`config.mk`:
```
export PLATFORM = sky130hd
export DESIGN_NAME = alu_protocol_monitor_flat
export DESIGN_NICKNAME = d
export VERILOG_FILES = /design/src/rtl/alu_protocol_monitor_pkg.sv /design/src/rtl/alu_protocol_monitor_if.sv /design/src/rtl/alu_protocol_monitor_viol_counter.sv /design/src/rtl/alu_protocol_monitor.sv /design/src/flat_wrapper.sv
export SDC_FILE = /design/constraint.sdc
export NUM_CORES = 1
export LEC_CHECK = 0
export ABC_AREA = 1
export CORE_ASPECT_RATIO = 0.75
export CORE_UTILIZATION = 59
export CTS_CLUSTER_SIZE = 28
export DETAILED_ROUTE_END_ITERATION = 8
export PLACE_DENSITY = 0.8
export SLEW_MARGIN = 20
export SYNTH_ARGS = -nofsm -noshare
export SYNTH_HDL_FRONTEND = slang
export SYNTH_SLANG_ARGS = --single-unit
```
`constraint.sdc`:
```
create_clock -name clk -period 2.64 [get_ports clk]
set_input_delay 0.528 -clock clk [delete_from_list [all_inputs] [get_ports clk]]
set_output_delay 0.528 -clock clk [all_outputs]
set_load 0.02 [all_outputs]
```
`src/rtl/alu_protocol_monitor_pkg.sv`:
```
// Shared types, command constants and decode helpers for the ALU protocol monitor.
package alu_mon_pkg;

  typedef enum int unsigned {
    CHK_RST_OUT  = 0,
    CHK_CMP      = 1,
    CHK_PAIR_TO  = 2,
    CHK_STABLE   = 3,
    CHK_MUL_LAT  = 4,
    CHK_CE_STALL = 5
  } check_e;

  localparam int NUM_CHECKS = 6;

  typedef enum logic {
    IDLE = 1'b0,
    WAIT = 1'b1
  } pair_state_e;

  localparam int unsigned CMP_CMD   = 8;
  localparam int unsigned MUL_CMD_A = 9;
  localparam int unsigned MUL_CMD_B = 10;

  // Commands that consume both operands; single-operand ops are excluded.
  function automatic logic needs_both(input logic mode, input int unsigned cmd);
    if (mode) return !(cmd >= 4 && cmd <= 7);
    else      return !(cmd >= 6 && cmd <= 11);
  endfunction

  function automatic logic is_mul(input int unsigned cmd);
    return (cmd == MUL_CMD_A) || (cmd == MUL_CMD_B);
  endfunction

endpackage

```
`src/rtl/alu_protocol_monitor_if.sv`:
```
// Bundle of ALU port taps; the ALU side drives, the monitor only observes.
interface alu_protocol_monitor_if #(
  parameter int WIDTH     = 8,
  parameter int CMD_WIDTH = 4
) ();
  logic                 rst;
  logic                 ce;
  logic                 mode;
  logic                 cin;
  logic [CMD_WIDTH-1:0] cmd;
  logic [1:0]           inp_valid;
  logic [WIDTH-1:0]     opa;
  logic [WIDTH-1:0]     opb;
  logic [WIDTH:0]       res;
  logic                 cout;
  logic                 oflow;
  logic                 g;
  logic                 l;
  logic                 e;
  logic                 err;

  modport master (
    output rst, ce, mode, cin, cmd, inp_valid, opa, opb,
    output res, cout, oflow, g, l, e, err
  );

  modport slave (
    input rst, ce, mode, cin, cmd, inp_valid, opa, opb,
    input res, cout, oflow, g, l, e, err
  );
endinterface

```
`src/rtl/alu_protocol_monitor_viol_counter.sv`:
```
// Per-check violation bookkeeping: registered pulse, sticky flag, saturating counter.
module viol_counter #(
  parameter int CNT_WIDTH = 16
) (
  input  logic                 clk,
  input  logic                 rst_n,
  input  logic                 clr,
  input  logic                 hit,
  output logic                 pulse,
  output logic                 flag,
  output logic [CNT_WIDTH-1:0] cnt
);

  // NOTE: sequential state uses non-blocking assignments so every flop samples pre-edge values.
  always_ff @(posedge clk or negedge rst_n) begin
    if (!rst_n) begin
      pulse <= 1'b0;
      flag  <= 1'b0;
      cnt   <= '0;
    end else begin
      pulse <= hit;
      // A hit coincident with clr survives the clear.
      if (clr) begin
        flag <= hit;
        cnt  <= hit ? CNT_WIDTH'(1) : '0;
      end else if (hit) begin
        flag <= 1'b1;
        if (cnt != '1) cnt <= cnt + 1'b1;
      end
    end
  end

endmodule

```
`src/rtl/alu_protocol_monitor.sv`:
```
// Passive ALU protocol monitor: six checks, each with pulse, sticky flag and counter.
module alu_protocol_monitor
  import alu_mon_pkg::*;
#(
  parameter int WIDTH        = 8,
  parameter int CMD_WIDTH    = 4,
  parameter int PAIR_TIMEOUT = 16,
  parameter int MUL_LATENCY  = 2,
  parameter int CE_TIMEOUT   = 64,
  parameter int CNT_WIDTH    = 16
) (
  input  logic                  clk,
  input  logic                  rst_n,
  alu_protocol_monitor_if.slave alu,
  input  logic                  clr,
  input  logic [2:0]            cnt_sel,
  output logic [NUM_CHECKS-1:0] viol_pulse,
  output logic [NUM_CHECKS-1:0] viol_flag,
  output logic                  any_viol,
  output logic [CNT_WIDTH-1:0]  cnt_rdata
);

  localparam int TW    = $clog2(PAIR_TIMEOUT + 1);
  localparam int CW    = $clog2(CE_TIMEOUT + 1);
  localparam int DEPTH = MUL_LATENCY + 1;

  logic                  en;
  logic                  both_valid;
  logic [NUM_CHECKS-1:0] hit;

  assign en         = !alu.rst && alu.ce;
  assign both_valid = (alu.inp_valid == 2'b11);

  // Reset-output and compare checks
  logic             rst_q;
  logic             cmp_pend_q;
  logic [WIDTH-1:0] opa_q, opb_q;
  logic [2:0]       exp_gle;

  always_ff @(posedge clk or negedge rst_n) begin
    if (!rst_n) begin
      rst_q      <= 1'b0;
      cmp_pend_q <= 1'b0;
      opa_q      <= '0;
      opb_q      <= '0;
    end else begin
      rst_q      <= alu.rst;
      cmp_pend_q <= en && alu.mode && (32'(alu.cmd) == CMP_CMD) && both_valid;
      opa_q      <= alu.opa;
      opb_q      <= alu.opb;
    end
  end

  // Operand-pairing FSM shared by the timeout and stability checks
  pair_state_e          state_q;
  logic [TW-1:0]        timer_q;
  logic [TW-1:0]        timer_next;
  logic [CMD_WIDTH-1:0] cap_cmd_q;
  logic                 cap_mode_q;
  logic                 changed;
  logic                 half_issue;

  assign timer_next = timer_q + 1'b1;
  assign changed    = (alu.cmd != cap_cmd_q) || (alu.mode != cap_mode_q);
  assign half_issue = needs_both(alu.mode, 32'(alu.cmd)) &&
                      (alu.inp_valid == 2'b01 || alu.inp_valid == 2'b10);

  always_ff @(posedge clk or negedge rst_n) begin
    if (!rst_n) begin
      state_q    <= IDLE;
      timer_q    <= '0;
      cap_cmd_q  <= '0;
      cap_mode_q <= 1'b0;
    end else if (alu.rst) begin
      state_q <= IDLE;
    end else if (alu.ce) begin
      case (state_q)
        IDLE: if (half_issue) begin
          state_q    <= WAIT;
          cap_cmd_q  <= alu.cmd;
          cap_mode_q <= alu.mode;
          timer_q    <= '0;
        end
        WAIT: begin
          if (changed || both_valid || timer_next == TW'(PAIR_TIMEOUT)) state_q <= IDLE;
          else timer_q <= timer_next;
        end
        default: state_q <= IDLE;
      endcase
    end
  end

  // Multiply latency pipelines
  logic [DEPTH-1:0] mul_pend_q;
  logic [WIDTH:0]   res_pipe_q [DEPTH];
  logic             mul_issue;

  assign mul_issue = en && alu.mode && is_mul(32'(alu.cmd)) && both_valid;

  // NOTE: the RES pipeline is reset with the pending bits so no X ever reaches the compare.
  always_ff @(posedge clk or negedge rst_n) begin
    if (!rst_n) begin
      mul_pend_q <= '0;
      for (int i = 0; i < DEPTH; i++) res_pipe_q[i] <= '0;
    end else begin
      res_pipe_q[0] <= alu.res;
      for (int i = 1; i < DEPTH; i++) res_pipe_q[i] <= res_pipe_q[i-1];
      if (alu.rst) begin
        mul_pend_q <= '0;
      end else begin
        mul_pend_q[0] <= mul_issue;
        for (int i = 1; i < DEPTH; i++) mul_pend_q[i] <= mul_pend_q[i-1];
      end
    end
  end

  // CE stall counter holds at the limit so the violation fires once per stall
  logic [CW-1:0] ce_cnt_q;

  always_ff @(posedge clk or negedge rst_n) begin
    if (!rst_n)                           ce_cnt_q <= '0;
    else if (alu.ce)                      ce_cnt_q <= '0;
    else if (ce_cnt_q != CW'(CE_TIMEOUT)) ce_cnt_q <= ce_cnt_q + 1'b1;
  end

  // NOTE: every always_comb output gets a default first, otherwise a latch is inferred.
  always_comb begin
    exp_gle = 3'b001;
    if (opa_q > opb_q)      exp_gle = 3'b100;
    else if (opa_q < opb_q) exp_gle = 3'b010;

    hit = '0;
    hit[CHK_RST_OUT]  = rst_q && ((|alu.res) || alu.cout || alu.oflow ||
                                  alu.g || alu.l || alu.e || alu.err);
    hit[CHK_CMP]      = en && cmp_pend_q && ({alu.g, alu.l, alu.e} != exp_gle);
    hit[CHK_STABLE]   = en && (state_q == WAIT) && changed;
    hit[CHK_PAIR_TO]  = en && (state_q == WAIT) && !changed && !both_valid &&
                        (timer_next == TW'(PAIR_TIMEOUT));
    hit[CHK_MUL_LAT]  = en && mul_pend_q[DEPTH-1] && (alu.res == res_pipe_q[DEPTH-1]);
    hit[CHK_CE_STALL] = !alu.ce && (ce_cnt_q == CW'(CE_TIMEOUT - 1));
  end

  logic [CNT_WIDTH-1:0] cnt_q [NUM_CHECKS];

  for (genvar i = 0; i < NUM_CHECKS; i++) begin : g_chk
    viol_counter #(.CNT_WIDTH(CNT_WIDTH)) u_cnt (
      .clk   (clk),
      .rst_n (rst_n),
      .clr   (clr),
      .hit   (hit[i]),
      .pulse (viol_pulse[i]),
      .flag  (viol_flag[i]),
      .cnt   (cnt_q[i])
    );
  end

  assign any_viol = |viol_flag;

  always_comb begin
    cnt_rdata = '0;
    if (cnt_sel <= 3'(NUM_CHECKS - 1)) cnt_rdata = cnt_q[cnt_sel];
  end

endmodule
```
`src/flat_wrapper.sv`:
```
// flat-port wrapper written by rule: the top's interface ports become plain ports
module alu_protocol_monitor_flat import alu_mon_pkg::*;
#(
  parameter int WIDTH        = 8,
  parameter int CMD_WIDTH    = 4,
  parameter int PAIR_TIMEOUT = 16,
  parameter int MUL_LATENCY  = 2,
  parameter int CE_TIMEOUT   = 64,
  parameter int CNT_WIDTH    = 16
)
  (clk, rst_n, clr, cnt_sel, viol_pulse, viol_flag, any_viol, cnt_rdata, alu_rst, alu_ce, alu_mode, alu_cin, alu_cmd, alu_inp_valid, alu_opa, alu_opb, alu_res, alu_cout, alu_oflow, alu_g, alu_l, alu_e, alu_err);
  alu_protocol_monitor_if #(.WIDTH(WIDTH), .CMD_WIDTH(CMD_WIDTH)) alu_i ();
  input  logic clk;
  input  logic rst_n;
  input  logic clr;
  input  logic [2:0] cnt_sel;
  output logic [NUM_CHECKS-1:0] viol_pulse;
  output logic [NUM_CHECKS-1:0] viol_flag;
  output logic any_viol;
  output logic [CNT_WIDTH-1:0] cnt_rdata;
  input wire logic [$bits(alu_i.rst)-1:0] alu_rst;
  input wire logic [$bits(alu_i.ce)-1:0] alu_ce;
  input wire logic [$bits(alu_i.mode)-1:0] alu_mode;
  input wire logic [$bits(alu_i.cin)-1:0] alu_cin;
  input wire logic [$bits(alu_i.cmd)-1:0] alu_cmd;
  input wire logic [$bits(alu_i.inp_valid)-1:0] alu_inp_valid;
  input wire logic [$bits(alu_i.opa)-1:0] alu_opa;
  input wire logic [$bits(alu_i.opb)-1:0] alu_opb;
  input wire logic [$bits(alu_i.res)-1:0] alu_res;
  input wire logic [$bits(alu_i.cout)-1:0] alu_cout;
  input wire logic [$bits(alu_i.oflow)-1:0] alu_oflow;
  input wire logic [$bits(alu_i.g)-1:0] alu_g;
  input wire logic [$bits(alu_i.l)-1:0] alu_l;
  input wire logic [$bits(alu_i.e)-1:0] alu_e;
  input wire logic [$bits(alu_i.err)-1:0] alu_err;
  assign alu_i.rst = alu_rst;
  assign alu_i.ce = alu_ce;
  assign alu_i.mode = alu_mode;
  assign alu_i.cin = alu_cin;
  assign alu_i.cmd = alu_cmd;
  assign alu_i.inp_valid = alu_inp_valid;
  assign alu_i.opa = alu_opa;
  assign alu_i.opb = alu_opb;
  assign alu_i.res = alu_res;
  assign alu_i.cout = alu_cout;
  assign alu_i.oflow = alu_oflow;
  assign alu_i.g = alu_g;
  assign alu_i.l = alu_l;
  assign alu_i.e = alu_e;
  assign alu_i.err = alu_err;
  alu_protocol_monitor #(.WIDTH(WIDTH), .CMD_WIDTH(CMD_WIDTH), .PAIR_TIMEOUT(PAIR_TIMEOUT), .MUL_LATENCY(MUL_LATENCY), .CE_TIMEOUT(CE_TIMEOUT), .CNT_WIDTH(CNT_WIDTH)) u_core (.clk(clk), .rst_n(rst_n), .alu(alu_i), .clr(clr), .cnt_sel(cnt_sel), .viol_pulse(viol_pulse), .viol_flag(viol_flag), .any_viol(any_viol), .cnt_rdata(cnt_rdata));
endmodule
```
==> impl_metrics.tcl <==
set metrics [dict create \
    status "finished with violations" \
    violations "DRC" \
    cts_buffer_depth 2 \
    synthCells 1259 \
    synth-seq-area-share 0.4343 \
    worstPathRequired_ps 2110 \
    pin_count 76 \
    portBuffers 74 \
    worst-path-buf-inv 3 \
    cts.sinks 174 \
    synth-seq-cells 174 \
    avgViaCountPerCell 5.658 \
    grt_max_degree 68 \
    grt-ovfl-total 0 \
    crit_chain "clkdlybuf4s50_1 > inv_1 > o41ai_1 > dlygate4sd2_1" \
    cp_data_arrival_time_ps 1990 \
    gp_congestion 0.9571 \
    placed_cells 1525 \
    grt_pass1_wl_mm 41.90 \
    grt_pass1_vias 8212 \
    cts_buffers 17 \
    clk_latency_ps 440 \
    hold_viol 0 \
    netlist_area_um2 10020 \
    routed_wl_mm 25.51 \
    initial_core_util 0.6144 \
    synth-async-reset-ratio 1.000 \
    slew_violations 0 \
    cts_tree "done" \
    gr-usage-all-layers 0.3060 \
    p_per_area_nw_per_um2 515.9 \
    synth-edff-count 0 \
    syn_avg_cell_area_um2 7.962 \
    cp-end-kind "output pin" \
    peakVddDrop_v 0.0003111 \
    path_delay_family "buffers and inverters" \
    row_count 40 \
    core_area_um2 16320 \
    worstMarginPinSlew_ps 703.4 \
    slowest_stage "o41ai_1" \
    dpl.hpwl_mm 18.57 \
    finalNonFillerCells 1561 \
    wl_per_cell_um 16.34 \
    drive_gt1_frac 0.1377 \
    antenna_found_initial 0 \
    crit_type "in -> out" \
    reg2reg_slack_ps 370 \
    clkTransAtPathRegs_ps 70 \
    placed_area_um2 11050 \
    synthFlopType "dfrtp_1" \
    leakage_nw 5.253 \
    period_minus_slack_ps 2516 \
    ant_nets 0 \
    synth_warnings 0 \
    min_period_over_period 0.9531 \
    skew_ps 9.538 \
    power_mw 5.991 \
    fmax_mhz 397.4 \
    hold_path.class "in -> async" \
    area_growth_pct 15.84 \
    p_switching_mw 1.683 \
    netSwitchingFraction 0.2809 \
    worstRegToRegCells 13 \
    num_vias 8832 \
    synth_cell_type_count 53 \
    setup_violations 0 \
    cts-htree-levels 4 \
    syn_nets 1324 \
    pwr-share-seq 0.468 \
    max_slew_margin 0.5267 \
    dieArea_um2 17520 \
    drc 1 \
    cp_max_fo 6 \
    rsz0062_at_grt "false" \
    drtPass1Iterations 9 \
    p_comb_frac 0.117 \
    internal_power_mw 4.308 \
    layout.nets 1403 \
    fp.dieH_um 114.9 \
    r2r-start "u_core.opb_q[7]" \
    worst_r2r_endpoint "u_core.g_chk[1].u_cnt.cnt[1]" \
    drt_iter0_markers 890 \
    final_area_um2 11610 \
    pre_cts_slack_ps -403.5 \
    cts-root-buf "clkbuf_16" \
    antenna_cells 0 \
    worst_slack_ps 123.9 \
    drv_cap 0 \
    worstSetupStartpointType "primary input" \
    slowest_delay_ps 480 \
    clockPowerShare 0.416 \
    die_w_um 152.5 \
    post-route-util 0.7117 \
]
[worst max path at each step]
stage                                to  slack, ps                          start  depth (start not counted)
after floorplan           cnt_rdata[15]        170                     cnt_sel[0]                          5
after global placement     cnt_rdata[1]       -340                     cnt_sel[1]                          9
after detailed placement  cnt_rdata[15]       -400                     cnt_sel[1]                          9
after CTS                 cnt_rdata[13]         -5                     cnt_sel[1]                          8
after global routing      cnt_rdata[13]          3  u_core.g_chk[1].u_cnt.cnt[13]                          9
final                     cnt_rdata[11]        120                     cnt_sel[2]                          4
[routing by layer]
layer	track usage	vias to the layer above	routed length [µm]	part of all wire
li1	-	4283	-	-
met1	0.4296	4137	11540	0.45
met2	0.4734	376	11350	0.45
met3	0.07199	36	2161	0.085
met4	0.09697	0	453	0.018
met5	0	-	0	0
[metrics by stage]
step | setup TNS, ps | hold WS [ps]
finish | 0 | 74.86
CTS | -5.139 | 98.97
floorplan | 0 | 232.4
global placement | -4933 | 331.7
global route | 0 | 123.7
detailed placement | -5519 | 334.7
[what timing repair did]
action | CTS | global route
endpoints found under the setup margin | 16 | 15
setup buffers | 0 | 3
gates cloned | 0 | 1
hold buffers | 0 | 0
hold endpoints to repair | 0 | 0
resized for setup | 68 | 10
pin swaps | 0 | 0
[power groups by stage]
| stage | combinational, mW | sequential, mW | clock (mW) |
|---|---|---|---|
| 6_report | 0.698 | 2.80 | 2.49 |
| 5_1_grt | 0.772 | 2.81 | 2.62 |
| 4_1_cts | 0.689 | 2.80 | 2.51 |
| 3_5_place_dp | 0.694 | 2.85 | 0 |
| 3_3_place_gp | 0.675 | 2.85 | 0 |
| 2_1_floorplan | 0.387 | 2.84 | 0 |
[kinds of logic after synthesis]
group | after synthesis | share of synthesized area
buffers and inverters | 184 | 0.08200
and+or+nand+nor | 612 | 0.2793
adders and majority gates | 18 | 0.02247
DFF | 174 | 0.4343
xor gates and xnor gates | 60 | 0.05242
AOI/OAI and AO/OA | 211 | 0.1294
[Yosys cell counts (5+ instances only)]
cell type    n  area share
nor2_1      99       0.037
dfrtp_1    174        0.43
o31ai_1      6      0.0045
inv_1      120       0.045
o21ai_0     87       0.043
buf_6        9       0.010
o21ai_2     26       0.023
nand4_1     22       0.014
xor2_1      50       0.044
nand2_1    310        0.12
nor2_2       5      0.0031
buf_2        7      0.0035
ha_1        18       0.022
o21ai_1     20       0.010
o211ai_1    15       0.011
nand3_1     79       0.039
a21oi_1     37       0.018
clkbuf_1    24      0.0090
or2_2       20       0.012
xnor2_1     10      0.0087
nor2_4       5      0.0056
nor4_1      14      0.0087
buf_4       14       0.010
nor3_2       6      0.0060
nor3_1      28       0.014
nand3_2      5      0.0050
[registers in the layout, summed over array words and instances, names as in the netlist]
register / count
u_core.cap_cmd_q: 4
u_core.cap_mode_q: 1
u_core.ce_cnt_q: 7
u_core.cmp_pend_q: 1
u_core.g_chk.u_cnt.cnt: 96
u_core.g_chk.u_cnt.flag: 6
u_core.g_chk.u_cnt.pulse: 6
u_core.mul_pend_q: 3
u_core.opa_q: 8
u_core.opb_q: 8
u_core.res_pipe_q: 27
u_core.rst_q: 1
u_core.state_q: 1
u_core.timer_q: 5
[worst reg2reg max path, cell delays in order, from the launching register on]
cell	delay, ps
dfrtp_1	330
inv_1	40
ha_1	300
a21o_1	190
nor2_1	160
nand2_1	130
nand2_1	90
nand2_1	50
nand2_1	50
nand3_1	210
nand3_4	270
nand2_4	170
nand2_1	100
nand2_1	50
[cell usage in the layout (no fill, tap or decap), drive strengths merged, types with 22 or more instances in the layout]
| cell type | instances |
|---|---|
| a21oi | 37 |
| buf | 58 |
| clkdlybuf4s50 | 54 |
| dfrtp | 174 |
| inv | 136 |
| nand2 | 315 |
| nand3 | 87 |
| nand4 | 22 |
| nor2 | 109 |
| nor3 | 35 |
| o21ai | 133 |
| or2 | 24 |
| xor2 | 50 |
[cell type report]
class | count | area, µm²
Multi-Input combinational cell | 901 | 4863
Fill cell | 1275 | 4703
Timing Repair Buffer | 118 | 1084
Clock inverter | 13 | 120.1
Clock buffer | 19 | 452.9
Tap cell | 210 | 262.8
Sequential cell | 174 | 4354
Inverter | 126 | 475.5
No activity file was read; power rests on OpenSTA's default activity.
